**config.mk**
```make
export PLATFORM = sky130hd
export DESIGN_NAME = fir
export DESIGN_NICKNAME = d
export VERILOG_FILES = /design/src/rtl/fir.sv
export SDC_FILE = /design/constraint.sdc
export NUM_CORES = 1
export LEC_CHECK = 0
export BUFFER_PORTS_ARGS = -buffer_cell sky130_fd_sc_hd__buf_2
export CELL_PAD_IN_SITES_DETAIL_PLACEMENT = 0
export CELL_PAD_IN_SITES_GLOBAL_PLACEMENT = 1
export CORE_MARGIN = 2
export CORE_UTILIZATION = 49
export DETAILED_ROUTE_END_ITERATION = 12
export PLACE_DENSITY = 0.78
export SLEW_MARGIN = 20
export SYNTH_ARGS = -nofsm -noshare
export SYNTH_HDL_FRONTEND = slang
export SYNTH_SLANG_ARGS = --single-unit
```
**constraint.sdc**
```tcl
create_clock -name clk -period 18.18 [get_ports clk]
set_input_delay 0.909 -clock clk [delete_from_list [all_inputs] [get_ports clk]]
set_output_delay 0.909 -clock clk [all_outputs]
set_load 0.03 [all_outputs]
```
**src/rtl/fir.sv**
```systemverilog
// Four-tap FIR filter with serially loadable coefficients.
// Coefficients shift in on the sample bus while s_set_coeffs is high;
// accepted samples shift through a delay line, and the registered output
// is the saturated sum of products of the current taps and delay line.
module fir #(
    parameter int TAPS   = 4,
    parameter int DIN_W  = 6,
    parameter int DOUT_W = 8
) (
    input  logic                     clk,
    input  logic                     reset,
    input  logic signed [DIN_W-1:0]  s_axis_fir_tdata,
    input  logic                     s_axis_fir_tvalid,
    input  logic                     s_set_coeffs,
    input  logic                     s_axis_fir_tready,
    output logic signed [DOUT_W-1:0] m_axis_fir_tdata,
    output logic                     m_axis_fir_tvalid,
    output logic [3:0]               m_axis_fir_tkeep
);

    // Products are 2*DIN_W bits; two extra bits hold the four-term sum.
    localparam int SUM_W = 2 * DIN_W + 2;
    localparam logic signed [SUM_W-1:0] OUT_MAX = SUM_W'((2 ** (DOUT_W - 1)) - 1);
    localparam logic signed [SUM_W-1:0] OUT_MIN = -OUT_MAX - SUM_W'(1);

    logic signed [DIN_W-1:0]  r_h [TAPS];
    logic signed [DIN_W-1:0]  r_x [TAPS];
    logic                     r_accept;
    logic signed [DOUT_W-1:0] r_tdata;
    logic                     r_tvalid;
    logic signed [SUM_W-1:0]  w_sum;
    logic                     w_accept;

    // Clamp the full-width sum to the signed output range.
    function automatic logic signed [DOUT_W-1:0] sat(input logic signed [SUM_W-1:0] v);
        if (v > OUT_MAX) begin
            return OUT_MAX[DOUT_W-1:0];
        end else if (v < OUT_MIN) begin
            return OUT_MIN[DOUT_W-1:0];
        end else begin
            return v[DOUT_W-1:0];
        end
    endfunction

    // A coefficient load takes priority, so a sample offered alongside it is dropped.
    assign w_accept = !s_set_coeffs && s_axis_fir_tvalid && s_axis_fir_tready;

    // Full-width sum of products from the current taps and delay line.
    always_comb begin
        w_sum = '0;
        for (int i = 0; i < TAPS; i++) begin
            w_sum = w_sum + SUM_W'(r_h[i]) * SUM_W'(r_x[i]);
        end
    end

    // Coefficient shift register: new word enters at the top tap, h0 holds the oldest.
    always_ff @(posedge clk) begin
        if (!reset) begin
            for (int i = 0; i < TAPS; i++) begin
                r_h[i] <= '0;
            end
        end else if (s_set_coeffs) begin
            r_h[TAPS-1] <= s_axis_fir_tdata;
            for (int i = 0; i < TAPS - 1; i++) begin
                r_h[i] <= r_h[i+1];
            end
        end
    end

    // Sample delay line and accept flag; the line holds when nothing is accepted.
    always_ff @(posedge clk) begin
        if (!reset) begin
            for (int i = 0; i < TAPS; i++) begin
                r_x[i] <= '0;
            end
            r_accept <= 1'b0;
        end else begin
            r_accept <= w_accept;
            if (w_accept) begin
                r_x[0] <= s_axis_fir_tdata;
                for (int i = 1; i < TAPS; i++) begin
                    r_x[i] <= r_x[i-1];
                end
            end
        end
    end

    // Output register advances only while downstream is ready.
    always_ff @(posedge clk) begin
        if (!reset) begin
            r_tdata  <= '0;
            r_tvalid <= 1'b0;
        end else if (s_axis_fir_tready) begin
            r_tdata  <= sat(w_sum);
            r_tvalid <= r_accept;
        end
    end

    assign m_axis_fir_tdata  = r_tdata;
    assign m_axis_fir_tvalid = r_tvalid;
    assign m_axis_fir_tkeep  = 4'b0001;

endmodule

```
* After elaboration in Yosys (flattened, before gate mapping) *
Memories as Yosys holds them, arrays and structs flattened.
Cells that the tools add are included.

cells by class
  add/subtract/negate cells = 3
  multiply operators = 4
  magnitude comparators = 2
  mux-type cells = 17
  bitwise operators = 8
  reductions and logical operators = 3

operator list
  kind                                                                               count
  6-bit by 6-bit multiplier with 12-bit output                                       4
  6-bit two-way mux                                                                  8
  8-bit two-way mux                                                                  2
  13-bit by 12-bit adder with 14-bit output                                          1
  14-bit by 12-bit adder with 14-bit output                                          1
  14-bit by 8-bit greater-than comparator with 1-bit output (second input constant)  1
  14-bit by 8-bit < comparator with 1-bit output (second input constant)             1
  12-bit by 12-bit adder with 13-bit output                                          1
  1-bit OR                                                                           8
  1-bit two-way mux                                                                  7
  1-bit logical AND                                                                  2
  1-bit logical NOT                                                                  1

storage, ports and cells
  bits in registers = 10
  bits in writable memories = 48
  input port bits = 11
  word-level logic and storage cells = 42
  memories = 2

memory list
  memory  depth  bits a word  rd ports  clocked after Yosys merged registers in  write ports  RTL line  text
  r_h     4      6            4         0                                        4            26        logic signed [DIN_W-1:0] r_h [TAPS];
  r_x     4      6            4         0                                        4            27        logic signed [DIN_W-1:0] r_x [TAPS];

* Longest topological paths before layout *
An unclocked memory read counts as a cell.

  depth after elaboration = 8
  mapped depth = 24
  mapped depth without buffers = 24

* Least setup slack after synthesis *
Ideal clock, no wire load.

  path kind = flip-flop to flip-flop
  start = mem r_h[3][5]
  end = reg r_tdata[5] (netlist: m_axis_fir_tdata[5])
  library setup time = 0.128 ns
  data arrival time = 6.278 ns
  data required time = 18.052 ns
  path slack = 11.774 ns
  cell stages (with the launch flop) = 24
  period minus slack after synthesis = 6.406 ns
  cells stage by stage = edfxtp_1 and2_1 inv_1 fa_1 inv_1 fa_1 inv_1 fa_1 fa_1 inv_1 fa_1 fa_1 inv_1 fa_1 inv_1 ha_1 a21oi_1 o21ai_2 a2111oi_2 a21oi_2 xnor2_1 o41a_2 a21oi_1 a21oi_1

RTL lines
  what                    RTL line  text
  start: declaration      26
  end signal: assignment  94        r_tdata <= sat(w_sum);
  end: declaration        29        logic signed [DOUT_W-1:0] r_tdata;

==> results.txt <==
The die footprint is 18400 µm². The number of H-tree branching levels came out at 3. The cell sitting at the root of the clock tree is a clkbuf_16. Clock-pin slew was measured on the worst setup and hold paths at 0.05 ns.

The count of TritonRoute iterations in the first routing pass came out at 4. The total detailed-routing wirelength is 19.1 mm. The hold buffer count at cts is 0. The min-delay analysis places its worst path in the category reg2reg. The sink of the worst hold path is m_axis_fir_tdata[1]. For the worst flop-to-flop path, the logic depth is 22. The slew at the pin closest to its max-slew limit is ~1.0 ns.

STA classifies the critical path endpoint as a register. 24 I/O pins were placed. The number of warnings issued by yosys is 0. The number of rows created at floorplan is 48. The worst clock skew is just over 0.01 ns. For this run, global-route usage on met2 was measured as 0.386.

The x dimension of the die is around 140 µm. In this run the worst path has a maximum fanout of 7. The count of buffers added on input and output ports is 19.

The number of antenna violations at the first check in global routing is 0. The cell area after placement is 8840 µm². Gates resized during post-CTS repair numbered 0. For met3 alone, demand over resource in global routing was 0.0239. After global routing, the most crowded layer is met2. The violation count after the first detailed-route iteration is 238. 0 antenna diodes ended up in the layout. The global-route wire length before repair came out at 31.8 mm. The starting utilization of the core area is 0.497. The portion of the post-synthesis area used by sequential elements came out at 0.193. The number of distinct standard cells referenced by the synthesized netlist came out at 37. The post-route fraction of the period consumed by the critical path came out at 0.379. The share of final-layout standard cells stronger than drive strength 1 came out at 0.0523. Once detail routing completed, the nets flagged for antenna violations numbered 0. In this run the critical register-to-register path is launched from r_x[0][1].

The startpoint identified for the worst hold timing path is m_axis_fir_tdata[1]. The sink count of the clock tree came out at 58. The maximum buffer depth of the clock tree is 2. The remaining routing DRC violations is 0. STA puts the critical path data arrival time at 7.09 ns. The total global-route track usage is 0.234. The last weighted congestion value of the routability-driven placer is 0.826. The most used cell along the critical path is fa_1. The smallest clock period supported by the final layout is computed as between 6 and 7 ns.

Dividing the detail-routed via count by the number of cells gives 5.08. The synthesized instance count is 817. The critical path goes through nand2_1, fa_1, inv_1, fa_1, inv_1, fa_1, fa_1, inv_1, fa_1, fa_1, inv_1, fa_1, inv_1, ha_1, a21oi_1, o21ai_2, a2111oi_2, a21oi_2, xnor2_1, o41a_2, a21oi_1, a21oi_1.

The number of endpoints with negative hold slack in the final report came out at 0. STA classifies the critical path startpoint as a register. The final global-route overflow total is 0.

The number of pins with negative max-slew slack in the final report came out at 0. The met1 routing resource usage after global routing is 0.319. Setup repair after global routing left no endpoint under its margin. Broken down by cell family, the worst path's largest delay share belongs to adder cells. The destination of the worst register-to-register timing path is m_axis_fir_tdata[5].

The type of the worst setup path is reg2reg. Based on the critical path, the design can be clocked at up to 145 MHz. The number of global-route vias before repair is ~6.1k. The post-synthesis to final-layout area growth came out at 7.83%. The tool flagged a number of max-cap violations equal to 0. The slowest stage of the critical path belongs to the cell edfxtp_1. In this run, synthesis produced a sequential element count of 58. The pin count of the biggest net entering global routing is 36.

At the worst endpoint, the required time is 18.39 ns. The normalized max-slew margin is 0.335. The largest stage delay on the critical path is 0.59 ns. After detailed routing, the average wire length per cell comes to between 15 and 20 µm.

The mean instance size in the synthesized netlist is 10.4 µm². The die outline height is 136 µm. The cell depth of the worst hold path is 2. The placeable core area is 17100 µm². The TritonCTS buffer count is 9. The flow ran to the end, and the final reports show no timing, DRC or antenna violations. The register-to-register path setup slack is approximately 11 ns.

The final layout net count came out at 1087. TritonCTS built the clock tree. The summed area of non-filler cells in the final layout came out at 9170 µm². The count of buffers added by post-CTS timing repair for setup is 0.

The clock network latency to the later pin of the worst-skew pair came out at 0.35 ns. The final HPWL from detailed placement is 15.9 mm. Summing every instance area after synthesis gives 8510 µm². The final-report setup violation count came out at 0. The buffer and inverter count on the worst path is 5. The setup TNS came out at 0 ns. The vias after detailed routing is 5411.
==> area by class of cell <==
| type | instances | area [µm²] |
|---|---|---|
| fill | 1555 | 7950 |
| multi-input combinational | 527 | 5980 |
| sequential | 58 | 1640 |
| inverter | 220 | 826 |
| tap | 225 | 282 |
| clock buffer | 9 | 225 |
| timing repair buffer | 21 | 110 |
| clock inverter | 6 | 106 |
==> cell usage after synthesis, drive strengths merged <==
master,instances,area (µm²)
mux2i,1,10.0
o21ai,18,93.8
dfxtp,10,200
nand2,47,176
a41oi,1,8.76
mux2,1,11.3
o31ai,1,7.51
and3,24,150
a21o,1,7.51
ha,67,838
nand2b,14,87.6
buf,4,30.0
nor3,3,15.0
xnor2,14,123
a31o,1,8.76
o21bai,1,7.51
nand3b,7,52.6
inv,220,826
nor2,19,71.3
a21oi,14,77.6
o41a,1,12.5
edfxtp,48,1440
fa,172,3440
nor2b,4,25.0
and2,99,619
conb,2,7.51
a211oi,3,27.5
a2111oi,2,25.0
nand3,3,20.0
xor2,5,43.8
clkbuf,10,37.5
==> state kept, by name, summed over array words and instances, names as in the netlist <==
| register | flops |
|---|---|
| r_h | 24 |
| m_axis_fir_tvalid | 1 |
| m_axis_fir_tdata | 8 |
| r_accept | 1 |
| r_x | 24 |
==> cell families after synthesis <==
kind of cell	after synthesis	synth area share
AOI/OAI and AO/OA	43	0.0325
buffers and inverters	234	0.105
muxes	2	0.00250
DFF	58	0.193
adders and majority gates	239	0.503
xor gates and xnor gates	19	0.0196
other	2	0.000883
and+or+nand+nor	220	0.143
==> stage by stage <==
| stage | hold WS, ns | worst slack (ns) | instances | utilization |
|---|---|---|---|---|
| after floorplan | 0.440 | 11.77 | 819 | - |
| after global placement | 0.445 | 11.47 | 1051 | 0.516 |
| after detailed placement | 0.472 | 11.32 | 1051 | 0.516 |
| after CTS | 0.482 | 11.29 | 1066 | 0.536 |
| after global routing | 0.504 | 10.91 | 1066 | 0.536 |
| final | 0.478 | 11.30 | 1066 | 0.536 |
==> worst max path at each step <==
| stage | cells past startpoint | to | startpoint |
|---|---|---|---|
| after floorplan | 23 | m_axis_fir_tdata[5] | r_h[3][5] |
| final | 22 | m_axis_fir_tdata[5] | r_x[0][1] |
| after global routing | 22 | m_axis_fir_tdata[5] | r_x[0][1] |
| after CTS | 22 | m_axis_fir_tdata[5] | r_x[0][1] |
| after detailed placement | 22 | m_axis_fir_tdata[5] | r_x[0][1] |
| after global placement | 22 | m_axis_fir_tdata[6] | r_x[0][1] |
==> layout by cell type (no fill, tap or decap), types with 10 or more instances in the layout <==
cell	netlist	final
a21oi_1	12	12
and3_1	24	24
fa_1	172	172
nor2_1	19	18
nand2_1	47	47
buf_2	0	19
dfxtp_1	10	10
edfxtp_1	48	48
and2_1	99	99
inv_1	220	220
xnor2_1	14	14
ha_1	67	67
nand2b_1	14	14
==> routing by layer <==
layer  vias up  wire length, µm
met1      2794             8350
met4         0              641
met5         -                0
met2       107             9440
met3        33              625
li1       2477                -
==> tightest hold or removal path, delay by kind of cell, from the launching register on <==
kind / cells / cell delay [ns]
AO/OA/AOI/OAI: 1 / 0.05
flip-flops: 1 / 0.31
AND/OR/NAND/NOR: 1 / 0.07
Power is left out: the tool's default activity adds up to more than one toggle a clock period on the data nets, which glitch-free logic cannot reach.
